--- src/rtl/cfu_mac_pkg.sv ---
// Shared opcodes, FSM state type and width helpers for the SIMD MAC custom function unit.
package cfu_mac_pkg;

  localparam logic [6:0] OP_MAC          = 7'd0;
  localparam logic [6:0] OP_CLEAR        = 7'd1;
  localparam logic [6:0] OP_SET_IN_OFF   = 7'd2;
  localparam logic [6:0] OP_SET_FILT_OFF = 7'd3;
  localparam logic [6:0] OP_READ         = 7'd4;
  localparam logic [6:0] OP_SET_ACC      = 7'd5;
  localparam logic [6:0] OP_READ_OFF     = 7'd6;
  localparam logic [6:0] OP_STATUS       = 7'd7;

  typedef enum logic [1:0] {IDLE, EXEC, RESP} state_t;

  // Lane product is (LANE_W+2)x(LANE_W+2); the reduction grows by log2(lanes).
  function automatic int dot_sum_w(input int lanes, input int lane_w);
    return 2 * lane_w + 4 + $clog2(lanes);
  endfunction

  function automatic int sel_w(input int n);
    return (n > 1) ? $clog2(n) : 1;
  endfunction

endpackage

--- src/rtl/simd_dot_lanes.sv ---
// Combinational LANES-wide dot product of offset-adjusted signed lane operands.
module simd_dot_lanes
  import cfu_mac_pkg::*;
#(
  parameter int LANES  = 4,
  parameter int LANE_W = 8
) (
  input  logic [LANES-1:0][LANE_W-1:0]              a,
  input  logic [LANES-1:0][LANE_W-1:0]              b,
  input  logic signed [LANE_W:0]                    in_off,
  input  logic signed [LANE_W:0]                    filt_off,
  output logic signed [dot_sum_w(LANES, LANE_W)-1:0] sum
);

  localparam int OS_W   = LANE_W + 2;
  localparam int PROD_W = 2 * LANE_W + 4;
  localparam int SUM_W  = dot_sum_w(LANES, LANE_W);

  logic signed [PROD_W-1:0] prod [LANES];

  for (genvar i = 0; i < LANES; i++) begin : g_lane
    logic signed [OS_W-1:0] a_os, b_os;
    assign a_os    = OS_W'($signed(a[i])) + OS_W'(in_off);
    assign b_os    = OS_W'($signed(b[i])) + OS_W'(filt_off);
    assign prod[i] = PROD_W'(a_os) * PROD_W'(b_os);
  end

  always_comb begin
    sum = '0;
    for (int i = 0; i < LANES; i++) sum = sum + SUM_W'(prod[i]);
  end

endmodule

--- src/rtl/cfu_simd_mac_acc.sv ---
// SIMD MAC CFU: offset dot product into banked accumulators, fixed 2-cycle command-to-response.
module cfu_simd_mac_acc
  import cfu_mac_pkg::*;
#(
  parameter int LANES      = 4,
  parameter int LANE_W     = 8,
  parameter int NUM_ACC    = 4,
  parameter int ACC_W      = 32,
  parameter int IN_OFF_RST = 128
) (
  input  logic        clk,
  input  logic        reset,
  input  logic        cmd_valid,
  output logic        cmd_ready,
  input  logic [9:0]  cmd_payload_function_id,
  input  logic [31:0] cmd_payload_inputs_0,
  input  logic [31:0] cmd_payload_inputs_1,
  output logic        rsp_valid,
  input  logic        rsp_ready,
  output logic [31:0] rsp_payload_outputs_0
);

  localparam int SUM_W = dot_sum_w(LANES, LANE_W);
  localparam int SEL_W = sel_w(NUM_ACC);

  state_t                  state;
  logic [6:0]              op_q;
  logic [SEL_W-1:0]        sel_q;
  logic [31:0]             in0_q;
  logic signed [SUM_W-1:0] dot_sum, dot_q;
  logic [ACC_W-1:0]        acc [NUM_ACC];
  logic [NUM_ACC-1:0]      ovf;
  logic signed [LANE_W:0]  in_off, filt_off;

  logic [SEL_W-1:0] cmd_sel;
  logic [ACC_W-1:0] acc_sel, addend, mac_sum;
  logic             mac_ovf;

  simd_dot_lanes #(.LANES(LANES), .LANE_W(LANE_W)) u_dot (
    .a        (cmd_payload_inputs_0),
    .b        (cmd_payload_inputs_1),
    .in_off   (in_off),
    .filt_off (filt_off),
    .sum      (dot_sum)
  );

  function automatic logic [31:0] acc32(input logic [ACC_W-1:0] v);
    return 32'($signed(v));
  endfunction

  assign cmd_ready = (state == IDLE);
  assign cmd_sel   = SEL_W'(cmd_payload_function_id[2:0] & 3'(NUM_ACC - 1));

  // Overflow: operands agree in sign but the wrapped sum does not.
  always_comb begin
    acc_sel = acc[sel_q];
    addend  = ACC_W'(dot_q);
    mac_sum = acc_sel + addend;
    mac_ovf = (acc_sel[ACC_W-1] == addend[ACC_W-1]) && (mac_sum[ACC_W-1] != acc_sel[ACC_W-1]);
  end

  always_ff @(posedge clk) begin
    if (reset) begin
      state                 <= IDLE;
      rsp_valid             <= 1'b0;
      rsp_payload_outputs_0 <= '0;
      op_q                  <= '0;
      sel_q                 <= '0;
      in0_q                 <= '0;
      dot_q                 <= '0;
      ovf                   <= '0;
      in_off                <= (LANE_W+1)'(IN_OFF_RST);
      filt_off              <= '0;
      for (int k = 0; k < NUM_ACC; k++) acc[k] <= '0;
    end else begin
      case (state)
        IDLE: if (cmd_valid) begin
          op_q  <= cmd_payload_function_id[9:3];
          sel_q <= cmd_sel;
          in0_q <= cmd_payload_inputs_0;
          dot_q <= dot_sum;
          state <= EXEC;
        end
        EXEC: begin
          rsp_payload_outputs_0 <= '0;
          case (op_q)
            OP_MAC: begin
              acc[sel_q]            <= mac_sum;
              if (mac_ovf) ovf[sel_q] <= 1'b1;
              rsp_payload_outputs_0 <= acc32(mac_sum);
            end
            OP_CLEAR: begin
              acc[sel_q]            <= '0;
              ovf[sel_q]            <= 1'b0;
              rsp_payload_outputs_0 <= acc32(acc_sel);
            end
            OP_SET_IN_OFF:   in_off   <= in0_q[LANE_W:0];
            OP_SET_FILT_OFF: filt_off <= in0_q[LANE_W:0];
            OP_READ:         rsp_payload_outputs_0 <= acc32(acc_sel);
            OP_SET_ACC: begin
              acc[sel_q]            <= in0_q[ACC_W-1:0];
              ovf[sel_q]            <= 1'b0;
              rsp_payload_outputs_0 <= acc32(in0_q[ACC_W-1:0]);
            end
            OP_READ_OFF:     rsp_payload_outputs_0 <= {16'(filt_off), 16'(in_off)};
            OP_STATUS:       rsp_payload_outputs_0 <= 32'(ovf);
            default: ;
          endcase
          rsp_valid <= 1'b1;
          state     <= RESP;
        end
        RESP: if (rsp_ready) begin
          rsp_valid <= 1'b0;
          state     <= IDLE;
        end
        default: state <= IDLE;
      endcase
    end
  end

endmodule

--- config.mk ---
export PLATFORM = sky130hd
export DESIGN_NAME = cfu_simd_mac_acc
export DESIGN_NICKNAME = d
export VERILOG_FILES = /design/src/rtl/cfu_mac_pkg.sv /design/src/rtl/simd_dot_lanes.sv /design/src/rtl/cfu_simd_mac_acc.sv
export SDC_FILE = /design/constraint.sdc
export NUM_CORES = 2
export LEC_CHECK = 0
export CAP_MARGIN = 20
export CELL_PAD_IN_SITES_DETAIL_PLACEMENT = 1
export CELL_PAD_IN_SITES_GLOBAL_PLACEMENT = 2
export CORE_MARGIN = 3
export CORE_UTILIZATION = 38
export DETAILED_ROUTE_END_ITERATION = 16
export PLACE_DENSITY = 0.79
export RECOVER_POWER = 25
export SETUP_SLACK_MARGIN = 0.3
export SLEW_MARGIN = 20
export SYNTH_ARGS = -nofsm -noshare
export SYNTH_HDL_FRONTEND = slang
export SYNTH_HIERARCHICAL = 1
export SYNTH_SLANG_ARGS = --single-unit
--- constraint.sdc ---
create_clock -name clk -period 10.9 [get_ports clk]
set_clock_uncertainty 0.15 [all_clocks]
set_input_delay 2.18 -clock clk [delete_from_list [all_inputs] [get_ports clk]]
set_output_delay 2.18 -clock clk [all_outputs]
set_load 0.02 [all_outputs]
== Word-level counts from Yosys, hierarchy flattened ==
Memories as Yosys holds them, arrays and structs flattened. A register that Yosys moved wholly into a read port is not among the register bits.
Index checks and enable logic that the tools add are counted.

* Eq/ne operators: 14
* Multiply operators: 4
* Reductions and logical operators: 15
* Order comparisons: 2
* Add/sub/neg operators: 12
* Bitwise operators: 5
* Mux-type cells: 31

{| class="wikitable"
|+ Operator list
! cell !! count
|-
| 32-bit case mux with 5 select lines || 1
|-
| 32-bit two-way mux || 3
|-
| 8-bit by 9-bit adder with 10-bit output || 8
|-
| 10-bit by 10-bit multiplier with 20-bit output || 4
|-
| 32-bit adder || 1
|-
| 32-bit OR reduction || 1
|-
| 7-bit by 3-bit equality test with 1-bit output (second input constant) || 4
|-
| 21-bit by 20-bit adder with 22-bit output || 1
|-
| 22-bit by 20-bit adder with 22-bit output || 1
|-
| 20-bit by 20-bit adder with 21-bit output || 1
|-
| 1-bit two-way mux || 17
|-
| 7-bit by 2-bit equality test with 1-bit output (second input constant) || 2
|-
| 2-bit two-way mux || 5
|-
| 2-bit AND reduction || 5
|-
| 4-bit case mux with 2 select lines || 1
|-
| 7-bit by 1-bit equality test with 1-bit output (second input constant) || 1
|-
| 7-bit logical NOT || 1
|-
| 2-bit != test (second input constant) || 3
|-
| 2-bit case mux with 3 select lines || 1
|-
| 4-bit AND || 1
|-
| 4-bit two-way mux || 1
|-
| 4-bit inverter || 1
|-
| 4-bit bitwise OR || 1
|-
| 2-bit nonzero test || 2
|-
| other kinds (13) || 16
|}

* RAM bits: 128
* Register bits after elaboration: 120
* Input bits: 78
* Logic and storage cells: 94
* Memories: 1

{| class="wikitable"
|+ Memory list
! memory !! words !! width !! read ports !! clocked after memory_dff !! write ports !! line !! RTL
|-
| acc || 4 || 32 || 1 || 1 || 4 || cfu_simd_mac_acc.sv:31 || <nowiki>logic [ACC_W-1:0] acc [NUM_ACC];</nowiki>
|}

== Longest topological paths before layout ==
* Word-level depth: 9
* Mapped depth: 36
* Gate-level depth less buffers: 36

== Cells and area by module ==
Netlist, hierarchy kept.

{| class="wikitable"
|+ By module, submodules not included
! module !! times used !! area an instance (sq um) !! cells each !! seq. area each (sq um)
|-
| simd_dot_lanes || 1 || 19458.7 || 2046 || 0.0
|-
| cfu_simd_mac_acc || 1 || 12199.2 || 1215 || 6286.0
|}

== Worst setup path after synthesis ==
Ideal clock, no wire load.

* Path kind: input to register
* Start: input port cmd_payload_inputs_0[24]
* End: register dot_q[17]
* Stages: 33
* Path buffers: 0
* Arrival time: 10.261 ns
* Slack: 0.418 ns
* Cells stage by stage: ha_1 fa_1 a21o_1 a21oi_1 nor2b_1 o21a_1 o22a_1 xor2_2 and2_1 fa_1 inv_1 fa_1 inv_1 fa_1 inv_1 fa_1 fa_1 inv_1 fa_1 inv_1 fa_1 inv_1 fa_1 fa_1 ha_1 or4_1 o2bb2ai_1 nand2b_1 nand2_1 a41oi_2 xnor2_1 nand2_1 a21oi_1

* Longest elaborated chain between the ends: 3

{| class="wikitable"
|+ Ends and longest elaborated chain
! element !! line !! RTL
|-
| start: declaration || cfu_simd_mac_acc.sv:16 || <nowiki>input logic [31:0] cmd_payload_inputs_0,</nowiki>
|-
| 8-bit by 9-bit adder with 10-bit output || simd_dot_lanes.sv:23 || <nowiki>assign a_os = OS_W'($signed(a[i])) + OS_W'(in_off);</nowiki>
|-
| 10-bit by 10-bit multiplier with 20-bit output || simd_dot_lanes.sv:25 || <nowiki>assign prod[i] = PROD_W'(a_os) * PROD_W'(b_os);</nowiki>
|-
| 22-bit by 20-bit adder with 22-bit output || simd_dot_lanes.sv:30 || <nowiki>for (int i = 0; i < LANES; i++) sum = sum + SUM_W'(prod[i]);</nowiki>
|-
| via dot_sum[17] || cfu_simd_mac_acc.sv:30 || <nowiki>logic signed [SUM_W-1:0] dot_sum, dot_q;</nowiki>
|-
| end signal: assignment || cfu_simd_mac_acc.sv:81 || <nowiki>dot_q <= dot_sum;</nowiki>
|-
| end: declaration || cfu_simd_mac_acc.sv:30 ||
|}

The timed path passes the listed nets, and every way through them passes these cells.
A chain may end at the register's enable or synchronous reset.

== Final worst setup path ==
* Start: input port cmd_payload_inputs_0[17]
* End: register dot_q[20]

* Longest elaborated chain between the ends: 4

{| class="wikitable"
|+ Ends and longest elaborated chain
! element !! line
|-
| 8-bit by 9-bit adder with 10-bit output || simd_dot_lanes.sv:23
|-
| 10-bit by 10-bit multiplier with 20-bit output || simd_dot_lanes.sv:25
|-
| 21-bit by 20-bit adder with 22-bit output || simd_dot_lanes.sv:30
|-
| 22-bit by 20-bit adder with 22-bit output || simd_dot_lanes.sv:30
|-
| via dot_sum[20] || cfu_simd_mac_acc.sv:30
|}

The timed path passes the listed nets, and every way through them passes these cells.

==> impl_results.html <==
<table>
<tr><th>Metric</th><th>Value</th></tr>
<tr><th colspan="2">STA</th></tr>
<tr><td># setup viols final</td><td>0</td></tr>
<tr><td>Hold violation total from the final report</td><td>0</td></tr>
<tr><td>Actual slew at the worst max-slew pin</td><td>3.06 ns</td></tr>
<tr><td>Final Max Tran Viols</td><td>121</td></tr>
<tr><td>Final cycle utilization of the critical path</td><td>0.956</td></tr>
<tr><td>Max_slew headroom</td><td>-1.04</td></tr>
<tr><td>Post-route minimum period</td><td>10.42 ns</td></tr>
<tr><td>TNS Setup</td><td>0 ns</td></tr>
<tr><td>Setup repair after global routing missed its margin</td><td>true</td></tr>
<tr><td>Max Freq</td><td>96.0 MHz</td></tr>
<tr><th colspan="2">Clocking</th></tr>
<tr><td>Number of buffers between clock root and the deepest sink</td><td>3</td></tr>
<tr><td>Clock Pin Slew Worst Setup and Hold Paths</td><td>0.06 ns</td></tr>
<tr><td>Clock latency on the worst-skew pair</td><td>0.55 ns</td></tr>
<tr><td>Root buffer cell</td><td>sky130_fd_sc_hd__clkbuf_16</td></tr>
<tr><td>Number of levels in the clock H-tree</td><td>1</td></tr>
<tr><td>Number of CTS-inserted buffers</td><td>27</td></tr>
<tr><td>Number of hold buffers added after CTS</td><td>0</td></tr>
<tr><td>Number of clock sinks</td><td>250</td></tr>
<tr><td>CTS tree</td><td>built</td></tr>
<tr><th colspan="2">Outcome</th></tr>
<tr><td>Failing checks</td><td>capacitance limit, slew limit</td></tr>
<tr><td>Status</td><td>finished, violations left</td></tr>
<tr><th colspan="2">Drt</th></tr>
<tr><td>Drt total wl</td><td>115 mm</td></tr>
<tr><td>ANT nets after route</td><td>0</td></tr>
<tr><td>Average wire length per cell after detail routing</td><td>24.1 um</td></tr>
<tr><td>Remaining routing DRC violations</td><td>0</td></tr>
<tr><td>Metal2 WL</td><td>58.1 mm</td></tr>
<tr><td>First-pass DRT Iterations</td><td>5</td></tr>
<tr><td>Drt initial violations</td><td>1325</td></tr>
<tr><td>Number of vias in the routed layout</td><td>25363</td></tr>
<tr><td>Uppermost signal routing layer after detailed routing</td><td>met5</td></tr>
<tr><td>Met3 WL post-DR</td><td>5.81 mm</td></tr>
<tr><td>Routed via count divided by cell count</td><td>5.30</td></tr>
<tr><td>Detailed-routing wirelength on met1</td><td>45.7 mm</td></tr>
<tr><th colspan="2">Setup path</th></tr>
<tr><td>Critical-path maximum fanout</td><td>7</td></tr>
<tr><td>End of the worst register-to-register path</td><td>dot_q[20]</td></tr>
<tr><td>Worst-path cell with the longest stage delay</td><td>sky130_fd_sc_hd__fa_2</td></tr>
<tr><td>Worst Reg2Reg Path Length in Cells</td><td>34</td></tr>
<tr><td>Worst setup path start</td><td>cmd_payload_inputs_0[17]</td></tr>
<tr><td>Largest stage delay, worst path</td><td>0.62 ns</td></tr>
<tr><td>Data arrival, critical path</td><td>10.56 ns</td></tr>
<tr><td>Register-to-register path setup slack</td><td>1.37 ns</td></tr>
<tr><td>Kind of critical path</td><td>primary input to flip-flop</td></tr>
<tr><td>Cell occurring most often along the worst timing path</td><td>sky130_fd_sc_hd__fa_1</td></tr>
<tr><td>Destination of the critical timing path</td><td>dot_q[20]</td></tr>
<tr><td>Worst reg2reg startpoint</td><td>in_off[1]</td></tr>
<tr><td>Worst setup EP type</td><td>flip-flop</td></tr>
<tr><td>Req. time, crit path</td><td>11.04 ns</td></tr>
<tr><td>Crit path launch type</td><td>primary input</td></tr>
<tr><th colspan="2">Hold path</th></tr>
<tr><td>Hold wc startpoint</td><td>rsp_payload_outputs_0[12]</td></tr>
<tr><td>Hold crit path type</td><td>flip-flop to flip-flop</td></tr>
<tr><th colspan="2">Final layout</th></tr>
<tr><td>Share of post-route cells with drive strength above 1</td><td>0.194</td></tr>
<tr><td># nets final</td><td>4521</td></tr>
<tr><td>Synth-to-Final Area Change</td><td>22.1%</td></tr>
<tr><td>Commonest non-fill, non-tap cell in the layout</td><td>sky130_fd_sc_hd__inv_1</td></tr>
<tr><td>Highest-count cells in the layout ignoring fill and taps</td><td>sky130_fd_sc_hd__inv_1 (548), sky130_fd_sc_hd__fa_1 (456), sky130_fd_sc_hd__buf_4 (378), sky130_fd_sc_hd__nand2_1 (377), sky130_fd_sc_hd__nor2_1 (264)</td></tr>
<tr><th colspan="2">Synth</th></tr>
<tr><td>Ranking of synthesized cells by area</td><td>sky130_fd_sc_hd__fa_1 (32%), sky130_fd_sc_hd__edfxtp_1 (12%), sky130_fd_sc_hd__ha_1 (9.5%)</td></tr>
<tr><td>Post-synth EDFFs</td><td>128</td></tr>
<tr><td>Share of the synthesized area in the top cell type</td><td>0.321</td></tr>
<tr><td>Area of the mapped netlist</td><td>31700 sq um</td></tr>
<tr><td>Count of yosys warnings during synthesis</td><td>6</td></tr>
<tr><td>Area leader, netlist</td><td>sky130_fd_sc_hd__fa_1</td></tr>
<tr><td>Synthesized netlist cell count</td><td>3261</td></tr>
<tr><td>Prevailing post-synth register cell</td><td>sky130_fd_sc_hd__edfxtp_1</td></tr>
<tr><td>Mapped Nets</td><td>4087</td></tr>
<tr><td>Mapped Avg Cell Area</td><td>9.71 sq um</td></tr>
<tr><td>Number of register bits inferred by synthesis</td><td>250</td></tr>
<tr><td>Synth cell types</td><td>91</td></tr>
<tr><td>Fraction of registers with async set or reset after synthesis</td><td>0</td></tr>
<tr><td>Sequential-to-total area share from yosys stat</td><td>0.199</td></tr>
<tr><th colspan="2">Global route</th></tr>
<tr><td>Number of antenna violations at the first check in global routing</td><td>8</td></tr>
<tr><td>Number of global-route vias before repair</td><td>28838</td></tr>
<tr><td>Remaining Overflow, GRT</td><td>0</td></tr>
<tr><td>Pin count of the biggest net entering global routing</td><td>71</td></tr>
<tr><td>Combined global-route utilization of all metal layers</td><td>0.267</td></tr>
<tr><td>Global-route wire length before repair</td><td>173 mm</td></tr>
<tr><th colspan="2">Floorplan</th></tr>
<tr><td>Starting density of the core</td><td>0.385</td></tr>
<tr><td>Std-Cell Rows</td><td>105</td></tr>
<tr><td>Vert. Die Dim</td><td>295 um</td></tr>
<tr><td>Floorplan Core Area</td><td>82200 sq um</td></tr>
<tr><td>Die width</td><td>295 um</td></tr>
<tr><td>Floorplan die area</td><td>86800 sq um</td></tr>
<tr><td>Number of primary I/O pins</td><td>112</td></tr>
<tr><th colspan="2">Placement</th></tr>
<tr><td>Port buffer count</td><td>110</td></tr>
<tr><td>Final weighted congestion in routability-driven placement</td><td>0.924</td></tr>
<tr><td>DP HPWL</td><td>94.5 mm</td></tr>
<tr><th colspan="2">Job</th></tr>
<tr><td>Max-cap violations</td><td>2</td></tr>
</table>
-- Yosys cell counts (12+ instances only) --
master and count:
sky130_fd_sc_hd__a211oi_1 15, sky130_fd_sc_hd__a21o_1 34, sky130_fd_sc_hd__a21oi_1 153, sky130_fd_sc_hd__a21oi_2 13
sky130_fd_sc_hd__a221oi_1 17, sky130_fd_sc_hd__a22oi_1 43, sky130_fd_sc_hd__a31oi_1 19, sky130_fd_sc_hd__and2_1 137
sky130_fd_sc_hd__and3_1 12, sky130_fd_sc_hd__clkbuf_1 88, sky130_fd_sc_hd__dfxtp_1 122, sky130_fd_sc_hd__edfxtp_1 128
sky130_fd_sc_hd__fa_1 507, sky130_fd_sc_hd__ha_1 241, sky130_fd_sc_hd__inv_1 562, sky130_fd_sc_hd__mux2i_1 17
sky130_fd_sc_hd__mux4_2 32, sky130_fd_sc_hd__nand2_1 383, sky130_fd_sc_hd__nand2b_1 36, sky130_fd_sc_hd__nor2_1 269
sky130_fd_sc_hd__nor2b_1 39, sky130_fd_sc_hd__nor3_1 27, sky130_fd_sc_hd__o21a_1 14, sky130_fd_sc_hd__o21ai_0 39
sky130_fd_sc_hd__or3_1 12, sky130_fd_sc_hd__xnor2_1 88, sky130_fd_sc_hd__xor2_1 33
-- layout make-up --
cell class              count  area, sq um
diodes                      3         7.51
clock buffers              35          736
clock inverters            13          154
fillers                  9232        43600
inverters                 562         2110
multi-input cells        2346        23800
flip-flops and latches    250         6290
well taps                1070         1340
repair buffers            508         4200
-- registers in the layout, indices dropped and copies added (netlist names), named ones only --
register               cells
acc                      128
op_q                       7
rsp_valid                  1
sel_q                      2
state                      2
dot_q                     22
filt_off                   9
rsp_payload_outputs_0     32
in_off                     9
in0_q                     32
-- worst max-delay path, delay by kind of cell --
kind / cells / cell delay (ns)
fa+ha+maj: 11 / 5.21
compound gates: 8 / 1.03
simple gates: 6 / 0.78
xor+xnor: 2 / 0.25
buf+inv: 8 / 1.09
-- worst min path at each step --
stage                                      endpoint  slack [ns]  cells after the start
after floorplan                            dot_q[0]        0.29                      2
after global placement    rsp_payload_outputs_0[11]        0.29                      2
after detailed placement  rsp_payload_outputs_0[12]        0.30                      2
after CTS                 rsp_payload_outputs_0[12]        0.32                      2
after global routing      rsp_payload_outputs_0[12]        0.33                      2
final                     rsp_payload_outputs_0[12]        0.31                      2
-- cells by family (layout without fill, tap and decap cells) --
kind of cell / count (synthesis) / count (layout) / synth area share
xor gates and xnor gates: 130 / 130 / 0.0385
muxes: 50 / 50 / 0.0285
AOI/OAI and AO/OA: 449 / 449 / 0.0994
and+or+nand+nor: 969 / 969 / 0.139
buffers and inverters: 665 / 1118 / 0.0798
other: 0 / 3 / 0
adders and majority gates: 748 / 748 / 0.416
DFF: 250 / 250 / 0.199
-- metal layers --
| layer | GRT usage | vias to the layer above |
|---|---|---|
| met3 | 0.0357 | 229 |
| met1 | 0.327 | 13115 |
| met2 | 0.475 | 674 |
| met4 | 0.105 | 6 |
| met5 | 0 | - |
| li1 | - | 11339 |
-- what timing repair did --
item | CTS | global route
gates resized for setup | 111 | 136
setup buffers | 28 | 28
endpoints found under the setup margin | 12 | 12
pin swaps | 72 | 129
-- per-stage QoR --
step	util	hold WS (ns)	setup slack (ns)	area (sq um)	instances
CTS	0.460	0.316	0.306	37900	4756
floorplan	-	0.291	0.418	31700	3261
detailed placement	0.442	0.304	-0.986	36400	4680
finish	0.470	0.306	0.484	38600	4787
global placement	0.442	0.288	-0.901	36400	4680
global route	0.470	0.332	0.203	38600	4784
Power is left out: the tool's default activity adds up to more than one toggle a clock period on the data nets, which glitch-free logic cannot reach.
